## config.mk

```make
export PLATFORM = sky130hd
export DESIGN_NAME = trb_mem_ctrl
export DESIGN_NICKNAME = d
export VERILOG_FILES = /design/src/rtl/trb_mem_ctrl.sv
export SDC_FILE = /design/constraint.sdc
export NUM_CORES = 1
export LEC_CHECK = 0
export BUFFER_PORTS_ARGS = -buffer_cell sky130_fd_sc_hd__buf_2
export CORE_UTILIZATION = 40
export CTS_CLUSTER_DIAMETER = 80
export CTS_CLUSTER_SIZE = 30
export DETAILED_ROUTE_END_ITERATION = 8
export PLACE_DENSITY = 0.58
export SLEW_MARGIN = 10
export SYNTH_ARGS = -nofsm -noshare
export SYNTH_HDL_FRONTEND = slang
export SYNTH_SLANG_ARGS = --single-unit
export TNS_END_PERCENT = 50
```

## constraint.sdc

```tcl
create_clock -name FPGA_CLK_I -period 4.15 [get_ports FPGA_CLK_I]
set_input_delay 0.415 -clock FPGA_CLK_I [delete_from_list [all_inputs] [get_ports FPGA_CLK_I]]
set_output_delay 0.415 -clock FPGA_CLK_I [all_outputs]
set_load 0.1 [all_outputs]
```

## src/rtl/trb_mem_ctrl.sv

```systemverilog
// Trace buffer memory controller: a trigger-frozen ring buffer in trace mode and a plain FIFO
// in stream mode, both read out through a one-cycle grant handshake.
module trb_mem_ctrl #(
  parameter int unsigned TRB_WIDTH      = 32,
  parameter int unsigned TRB_DEPTH      = 16,
  parameter int unsigned TRB_DELAY_BITS = 8
) (
  input  logic                        FPGA_CLK_I,
  input  logic                        RST_I,
  input  logic                        MODE_I,
  input  logic                        TRG_EVENT_I,
  input  logic [TRB_DELAY_BITS-1:0]   TRG_DELAY_I,
  output logic                        TRG_DELAYED_O,
  input  logic                        STORE_I,
  input  logic [TRB_WIDTH-1:0]        DATA_I,
  output logic                        STORE_PERM_O,
  input  logic                        LOAD_REQUEST_I,
  output logic                        LOAD_GRANT_O,
  output logic [TRB_WIDTH-1:0]        DATA_O,
  output logic [$clog2(TRB_DEPTH):0]  FILL_O,
  output logic                        OVERFLOW_O
);

  localparam int unsigned PtrW = $clog2(TRB_DEPTH);
  localparam logic [PtrW:0] FillMax = (PtrW + 1)'(TRB_DEPTH);
  localparam logic [PtrW:0] FillOne = (PtrW + 1)'(1);

  logic [TRB_WIDTH-1:0] mem [TRB_DEPTH];

  logic                      mode_q;
  logic [PtrW-1:0]           wr_ptr_q, wr_ptr_d;
  logic [PtrW-1:0]           rd_ptr_q, rd_ptr_d;
  logic [PtrW:0]             fill_q, fill_d;
  logic [TRB_DELAY_BITS-1:0] dly_cnt_q, dly_cnt_d, cnt_next;
  logic                      armed_q, armed_d;
  logic                      frozen_q, frozen_d;
  logic                      done_q, done_d;
  logic                      delayed_q, delayed_d;
  logic                      grant_q;
  logic [TRB_WIDTH-1:0]      data_q, data_d;
  logic                      overflow_q, overflow_d;

  logic mode_chg, store_perm, store_acc, avail, grant;

  always_comb begin
    mode_chg   = MODE_I != mode_q;
    store_perm = MODE_I ? (fill_q != FillMax) : !frozen_q;
    store_acc  = STORE_I && store_perm && !mode_chg;
    avail      = MODE_I ? (fill_q != '0) : (frozen_q && !done_q && fill_q != '0);
    // Requester drops its request one cycle after a grant, so never grant back to back.
    grant      = LOAD_REQUEST_I && avail && !grant_q && !mode_chg;

    wr_ptr_d   = wr_ptr_q + PtrW'(store_acc);
    rd_ptr_d   = rd_ptr_q + PtrW'(grant);
    dly_cnt_d  = dly_cnt_q;
    cnt_next   = dly_cnt_q;
    armed_d    = armed_q;
    frozen_d   = frozen_q;
    done_d     = done_q;
    delayed_d  = delayed_q;
    overflow_d = overflow_q || (STORE_I && !store_perm);
    data_d     = grant ? mem[rd_ptr_q] : data_q;

    // Trace mode saturates fill so the ring keeps only the newest TRB_DEPTH words.
    fill_d = fill_q;
    if (store_acc && !grant && fill_q != FillMax) begin
      fill_d = fill_q + FillOne;
    end else if (grant && !store_acc) begin
      fill_d = fill_q - FillOne;
    end

    if (!MODE_I) begin
      if (TRG_EVENT_I && !armed_q) begin
        armed_d = 1'b1;
      end
      if ((armed_q || TRG_EVENT_I) && !frozen_q) begin
        cnt_next  = (armed_q ? dly_cnt_q : '0) + TRB_DELAY_BITS'(store_acc);
        dly_cnt_d = cnt_next;
        if (cnt_next == TRG_DELAY_I || TRG_DELAY_I == '0) begin
          frozen_d  = 1'b1;
          delayed_d = 1'b1;
          rd_ptr_d  = wr_ptr_d - fill_d[PtrW-1:0];
        end
      end
      if (grant && fill_d == '0) begin
        done_d = 1'b1;
      end
    end

    if (mode_chg) begin
      wr_ptr_d   = '0;
      rd_ptr_d   = '0;
      fill_d     = '0;
      dly_cnt_d  = '0;
      armed_d    = 1'b0;
      frozen_d   = 1'b0;
      done_d     = 1'b0;
      delayed_d  = 1'b0;
      overflow_d = 1'b0;
    end
  end

  always_ff @(posedge FPGA_CLK_I or posedge RST_I) begin
    if (RST_I) begin
      mode_q     <= 1'b0;
      wr_ptr_q   <= '0;
      rd_ptr_q   <= '0;
      fill_q     <= '0;
      dly_cnt_q  <= '0;
      armed_q    <= 1'b0;
      frozen_q   <= 1'b0;
      done_q     <= 1'b0;
      delayed_q  <= 1'b0;
      grant_q    <= 1'b0;
      data_q     <= '0;
      overflow_q <= 1'b0;
    end else begin
      mode_q     <= MODE_I;
      wr_ptr_q   <= wr_ptr_d;
      rd_ptr_q   <= rd_ptr_d;
      fill_q     <= fill_d;
      dly_cnt_q  <= dly_cnt_d;
      armed_q    <= armed_d;
      frozen_q   <= frozen_d;
      done_q     <= done_d;
      delayed_q  <= delayed_d;
      grant_q    <= grant;
      data_q     <= data_d;
      overflow_q <= overflow_d;
    end
  end

  // Storage array is deliberately left out of reset.
  always_ff @(posedge FPGA_CLK_I) begin
    if (store_acc) begin
      mem[wr_ptr_q] <= DATA_I;
    end
  end

  assign TRG_DELAYED_O = delayed_q;
  assign STORE_PERM_O  = store_perm;
  assign LOAD_GRANT_O  = grant_q;
  assign DATA_O        = data_q;
  assign FILL_O        = fill_q;
  assign OVERFLOW_O    = overflow_q;

endmodule

```

## After elaboration in Yosys (flattened, before gate mapping)

Memories as Yosys holds them, arrays and structs flattened. A register that Yosys moved wholly into a read port is not among the register bits.
Index checks and enable logic that the tools add are counted.

| word-level totals | value |
|---|---|
| bits in registers | 27 |
| bits in latches | 0 |
| RAM bits | 512 |
| memory bits (read-only) | 0 |
| output and inout bits | 41 |
| memories kept | 1 |

| cells by class | value |
|---|---|
| add/sub/neg operators | 6 |
| $mul | 0 |
| div/mod/pow operators | 0 |
| $lt $le $gt $ge | 0 |
| eq/ne operators | 4 |
| shifts and indexed selects | 0 |
| mux-type cells | 27 |
| bitwise operators | 0 |
| reduce and logical (&&, ||, !) cells | 36 |

Memory list:

| name | words | width | read ports | clocked after memory_dff | wr ports | RTL line | source |
|---|---|---|---|---|---|---|---|
| mem | 16 | 32 | 1 | 1 | 1 | 28 | `logic [TRB_WIDTH-1:0] mem [TRB_DEPTH];` |

Operators with widths:

| operator | number |
|---|---|
| 8-bit 2-to-1 mux | 4 |
| 4-bit 2-to-1 mux | 5 |
| 1-bit 2-to-1 mux | 15 |
| 5-bit 2-to-1 mux | 3 |
| 1-bit logical AND | 14 |
| 4-bit by 1-bit adder with 4-bit output | 2 |
| 8-bit by 1-bit adder with 8-bit output | 1 |
| 8-bit equality test | 1 |
| 1-bit logical NOT | 8 |
| 8-bit logical NOT | 1 |
| 2-bit nonzero test | 4 |
| 2-bit AND reduction | 3 |
| 5-bit by 1-bit adder with 5-bit output, second input constant | 1 |
| 5-bit logical NOT | 1 |
| 5-bit inequality test, second input constant | 1 |
| 5-bit nonzero test | 1 |
| 5-bit by 1-bit subtractor with 5-bit output, second input constant | 1 |
| 4-bit subtractor | 1 |
| 1-bit logical OR | 3 |
| 3-bit AND reduction | 1 |
| 2-bit by 1-bit inequality test with 1-bit output, second input constant | 1 |
| 1-bit inequality test | 1 |

## Logic depth before layout (Yosys ltp)

| depth | value |
|---|---|
| depth in word-level cells | 16 |
| gate-level depth with buffers | 15 |

## Worst setup path after synthesis

Ideal clock, no wire load.

| timing | value |
|---|---|
| path kind | reg2reg |
| from | reg fill_q[0], in the netlist FILL_O[0] |
| to | mem mem[0][0], enable pin |
| arrival | 4.715 ns |
| setup slack | -1.026 ns |
| stages on the path, launching flop included | 9 |
| path buffers | 1 |
| clock period less this slack | 5.176 ns |
| path through | dfrtp_1 > inv_1 > ha_1 > nor3b_2 > nand3_1 > and2_1 > buf_2 > or3b_2 > nor3_1 |

| between the ends | value |
|---|---|
| word-level cells in the longest chain between the ends | 6 |

RTL lines:

| element | RTL line | source |
|---|---|---|
| start, declared | 33 | `logic [PtrW:0] fill_q, fill_d;` |
| start signal, assigned | 121 | `fill_q <= fill_d;` |
| 5-bit inequality test | 47 | `store_perm = MODE_I ? (fill_q != FillMax) : !frozen_q;` |
| 1-bit 2-to-1 mux | 47 |  |
| 1-bit logical AND (2 in series) | 48 | `store_acc = STORE_I && store_perm && !mode_chg;` |
| 1-bit 2-to-1 mux | 135 | `if (store_acc) begin` |
| 1-bit 2-to-1 mux (not written as such) | 136 | `mem[wr_ptr_q] <= DATA_I;` |
| end, declared | 28 |  |

No other way between the ends.

## Final worst setup path

| timing | value |
|---|---|
| from | reg fill_q[0], in the netlist FILL_O[0] |
| to | reg rd_ptr_q[2] |

| between the ends | value |
|---|---|
| word-level cells in the longest chain between the ends | 15 |

RTL lines:

| element | RTL line | source |
|---|---|---|
| parallel branches: the longest is 13 deep, another holds 8-bit by 1-bit adder with 8-bit output | -- |  |
| 4-bit 2-to-1 mux * | 72 | `if (!MODE_I) begin` |
| 4-bit 2-to-1 mux * | 90 | `if (mode_chg) begin` |
| net rd_ptr_d[2] | 32 | `logic [PtrW-1:0] rd_ptr_q, rd_ptr_d;` |
| end signal, assigned | 120 | `rd_ptr_q <= rd_ptr_d;` |
| end, declared | 32 |  |

Mark *: on every way through the listed nets, which the timed path passes.
A chain may end at the register's enable or synchronous reset.

==> metrics <==
# nets final=1169; CTS Buffer Depth=3; CTS root buf=clkbuf_16; Synth top cells by count=edfxtp_1 (512), mux4_2 (160), dfrtp_1 (59), mux2_2 (31), nor2_1 (31); Hold EP=mode_q; CP Max Fanout=9; share of cells above drive strength 1=34.7%; routability cong.=0.790; hold_buf cts=1; DRC=0; Final Core Density=45.6%; Syn Inst Count=1004; worst hold slack=0.0779 ns; CP Launch Type=flop; Skew-Pair Late Insertion Delay=0.63 ns; Routed WL per cell=25.4 microns; die width=238 microns; vias in the first global route=10.5k; worst path required time=4.63 ns; Die Span Y=238 microns; initial core utilization=40.5%; worst-margin pin slew=0.988 ns; flop2flop setup slack=0.36 ns; vias per cell=5.48; Final ANT Viol Nets=0; worst r2r src=FILL_O[0]; Slew HR=34.1%; GRT Util Overall=17.1%; row count=86; non-filler cells, final=1880; Synth cell types=54; worst hold start=MODE_I; unrepaired setup endpoints after global routing=false; hold depth=1; setup tns final=0 ns; initial antenna violation count=4; first-pass GRT wire length=71000 microns; Post-synth EDFFs=512; worst vdd rail ir drop=0.405 mV; Worst Skew=0.0631 ns; reg2reg path depth=14; area share of the largest cell type after synthesis=68.9%; synthesized cell area=22300 sq um; cell with the most instances after synthesis=edfxtp_1; crit path time final=3.79 ns; sequence of cells on the critical path=inv_1 > ha_1 > nor3b_2 > nand3_1 > and2_1 > ha_1 > ha_1 > xnor2_1 > xnor2_1 > o2111ai_1 > a2111o_1 > o31ai_4 > a21oi_1 > a311oi_1; placed insts=1825; post-CTS resize count=0; port bufs=86; pin count of the biggest net entering global routing=44; CTS tree=yes; outcome=finished, final reports clean; Setup Viol. Count Final=0; FF+latch count, synth=571; GR Overflow Total=0; worst slack, placed=0.310 ns; crit path max-delay cell type=dfrtp_1; final WL=47700 microns; H-tree levels=1; Num CTS Buffers=29; post-DP HPWL=25300 microns; area delta synth->final=12.6%; Async SR Flop Fraction=10.3%; Mapped Nets=1064; DR pass1 iterations=5; worst setup margin=0.357 ns; static leakage=7.87 nW; CTS sink cnt=571; final hold violation count=0; largest cells by area after synthesis=edfxtp_1 (69%), mux4_2 (16%), dfrtp_1 (6.6%); WS Path Type=reg2reg; sequential share of the synthesized area=75.6%; Slew Limit Fails=0; Mean Syn Cell Area=22.2 sq um; Hold Path Class=in2reg; power density cells=488 nW/um^2; Setup crit end kind=flop; Post-CTS Setup Bufs=0; Worst path max stage delay=0.46 ns; final worst path period share=91.4%; f_max=264 MHz; FF-to-FF End=rd_ptr_q[2]; synth warn=0; cell repeated most along the worst path=ha_1; Initial DRC Count=852; clock slew at reported path FFs=0.10 ns; Core Region=55100 sq um; num ports=87; Synth area leader=edfxtp_1; Arr. time, crit path=4.28 ns; Max-Cap Viols=0; Vias=10.3k; Die Area=56700 sq um; Main synth FF type=edfxtp_1
layer usage:
| layer | up-vias | track usage (%) | wire (microns) |
|---|---|---|---|
| li1 | 4391 | - | - |
| met1 | 5595 | 24.8 | 21400 |
| met2 | 259 | 27.7 | 22900 |
| met3 | 52 | 2.67 | 2480 |
| met4 | 8 | 3.09 | 739 |
| met5 | - | 0 | 50 |
power by group:
group	internal, mW	switching, mW
Combinational	0.537	1.67
Clock	1.43	2.01
Sequential	6.47	0.148
Total	8.43	3.83
logic make-up (layout without fill, tap and decap cells):
logic type,count (synthesis),count (layout),share of synthesized area (%)
AOI/OAI and AO/OA,46,46,1.54
xor gates and xnor gates,21,21,0.825
adders and majority gates,14,14,0.819
buffers and inverters,57,184,1.06
DFF,571,571,75.6
muxes,194,194,17.9
other,0,1,0
and+or+nand+nor,101,101,2.34
area by class of cell:
cell class	count	area, sq um
Clock inverter	20	273
Tap cell	748	936
Clock buffer	33	751
Multi-Input combinational cell	376	5360
Inverter	10	38.8
Sequential cell	571	16900
Antenna cell	1	2.50
Fill cell	4681	30000
Timing Repair Buffer	121	883
worst max path at each step:
stage          startpoint           to  slack [ns]  cells after the start
6_report        FILL_O[0]  rd_ptr_q[2]        0.36                     14
5_1_grt         FILL_O[0]  rd_ptr_q[2]        0.05                     14
3_5_place_dp       MODE_I  rd_ptr_q[2]        0.31                     13
2_1_floorplan   FILL_O[0]   mem[10][0]       -0.19                      8
3_3_place_gp       MODE_I  rd_ptr_q[3]        0.38                     13
4_1_cts         FILL_O[0]  rd_ptr_q[2]        0.33                     14
cell usage in the layout, fill, tap and decap left out, types with 4 or more instances in the layout:
master and n:
nor2b_1 5, o31ai_1 4, buf_4 19, a311oi_1 4, xnor2_1 14, mux4_2 160, inv_1 8, a21oi_1 11
xor2_1 7, nor2_1 19, buf_2 86, nand2_1 19, nand2b_1 5, nand3_1 10, nor2_4 12, ha_1 13
o21ai_0 8, edfxtp_1 512, nor3_4 4, clkinv_8 5, buf_12 15, clkbuf_16 29, dfrtp_1 55, mux2_2 31
sequential cells by signal, indices dropped and copies added, names as in the netlist:
| name | cells |
|---|---|
| armed_q | 1 |
| DATA_O | 32 |
| mem | 512 |
| done_q | 1 |
| wr_ptr_q | 4 |
| rd_ptr_q | 4 |
| dly_cnt_q | 8 |
| FILL_O | 5 |
| TRG_DELAYED_O | 1 |
| mode_q | 1 |
| LOAD_GRANT_O | 1 |
| OVERFLOW_O | 1 |
per-stage QoR:
step / power (mW) / cell area, sq um
CTS: 12.4 / 25100
finish: 12.3 / 25100
floorplan: 8.48 / 22300
global route: 12.7 / 25100
global placement: 8.97 / 24100
detailed placement: 8.98 / 24100
worst max-delay path: cells and delay by family (launching register included):
family          cells  cell delay, ns
buf+inv             1            0.14
xor+xnor            2            0.36
simple gates        3            0.62
flops               1            0.46
fa+ha+maj           3            0.66
compound gates      5            1.43
(Power assumes the default switching activity.)
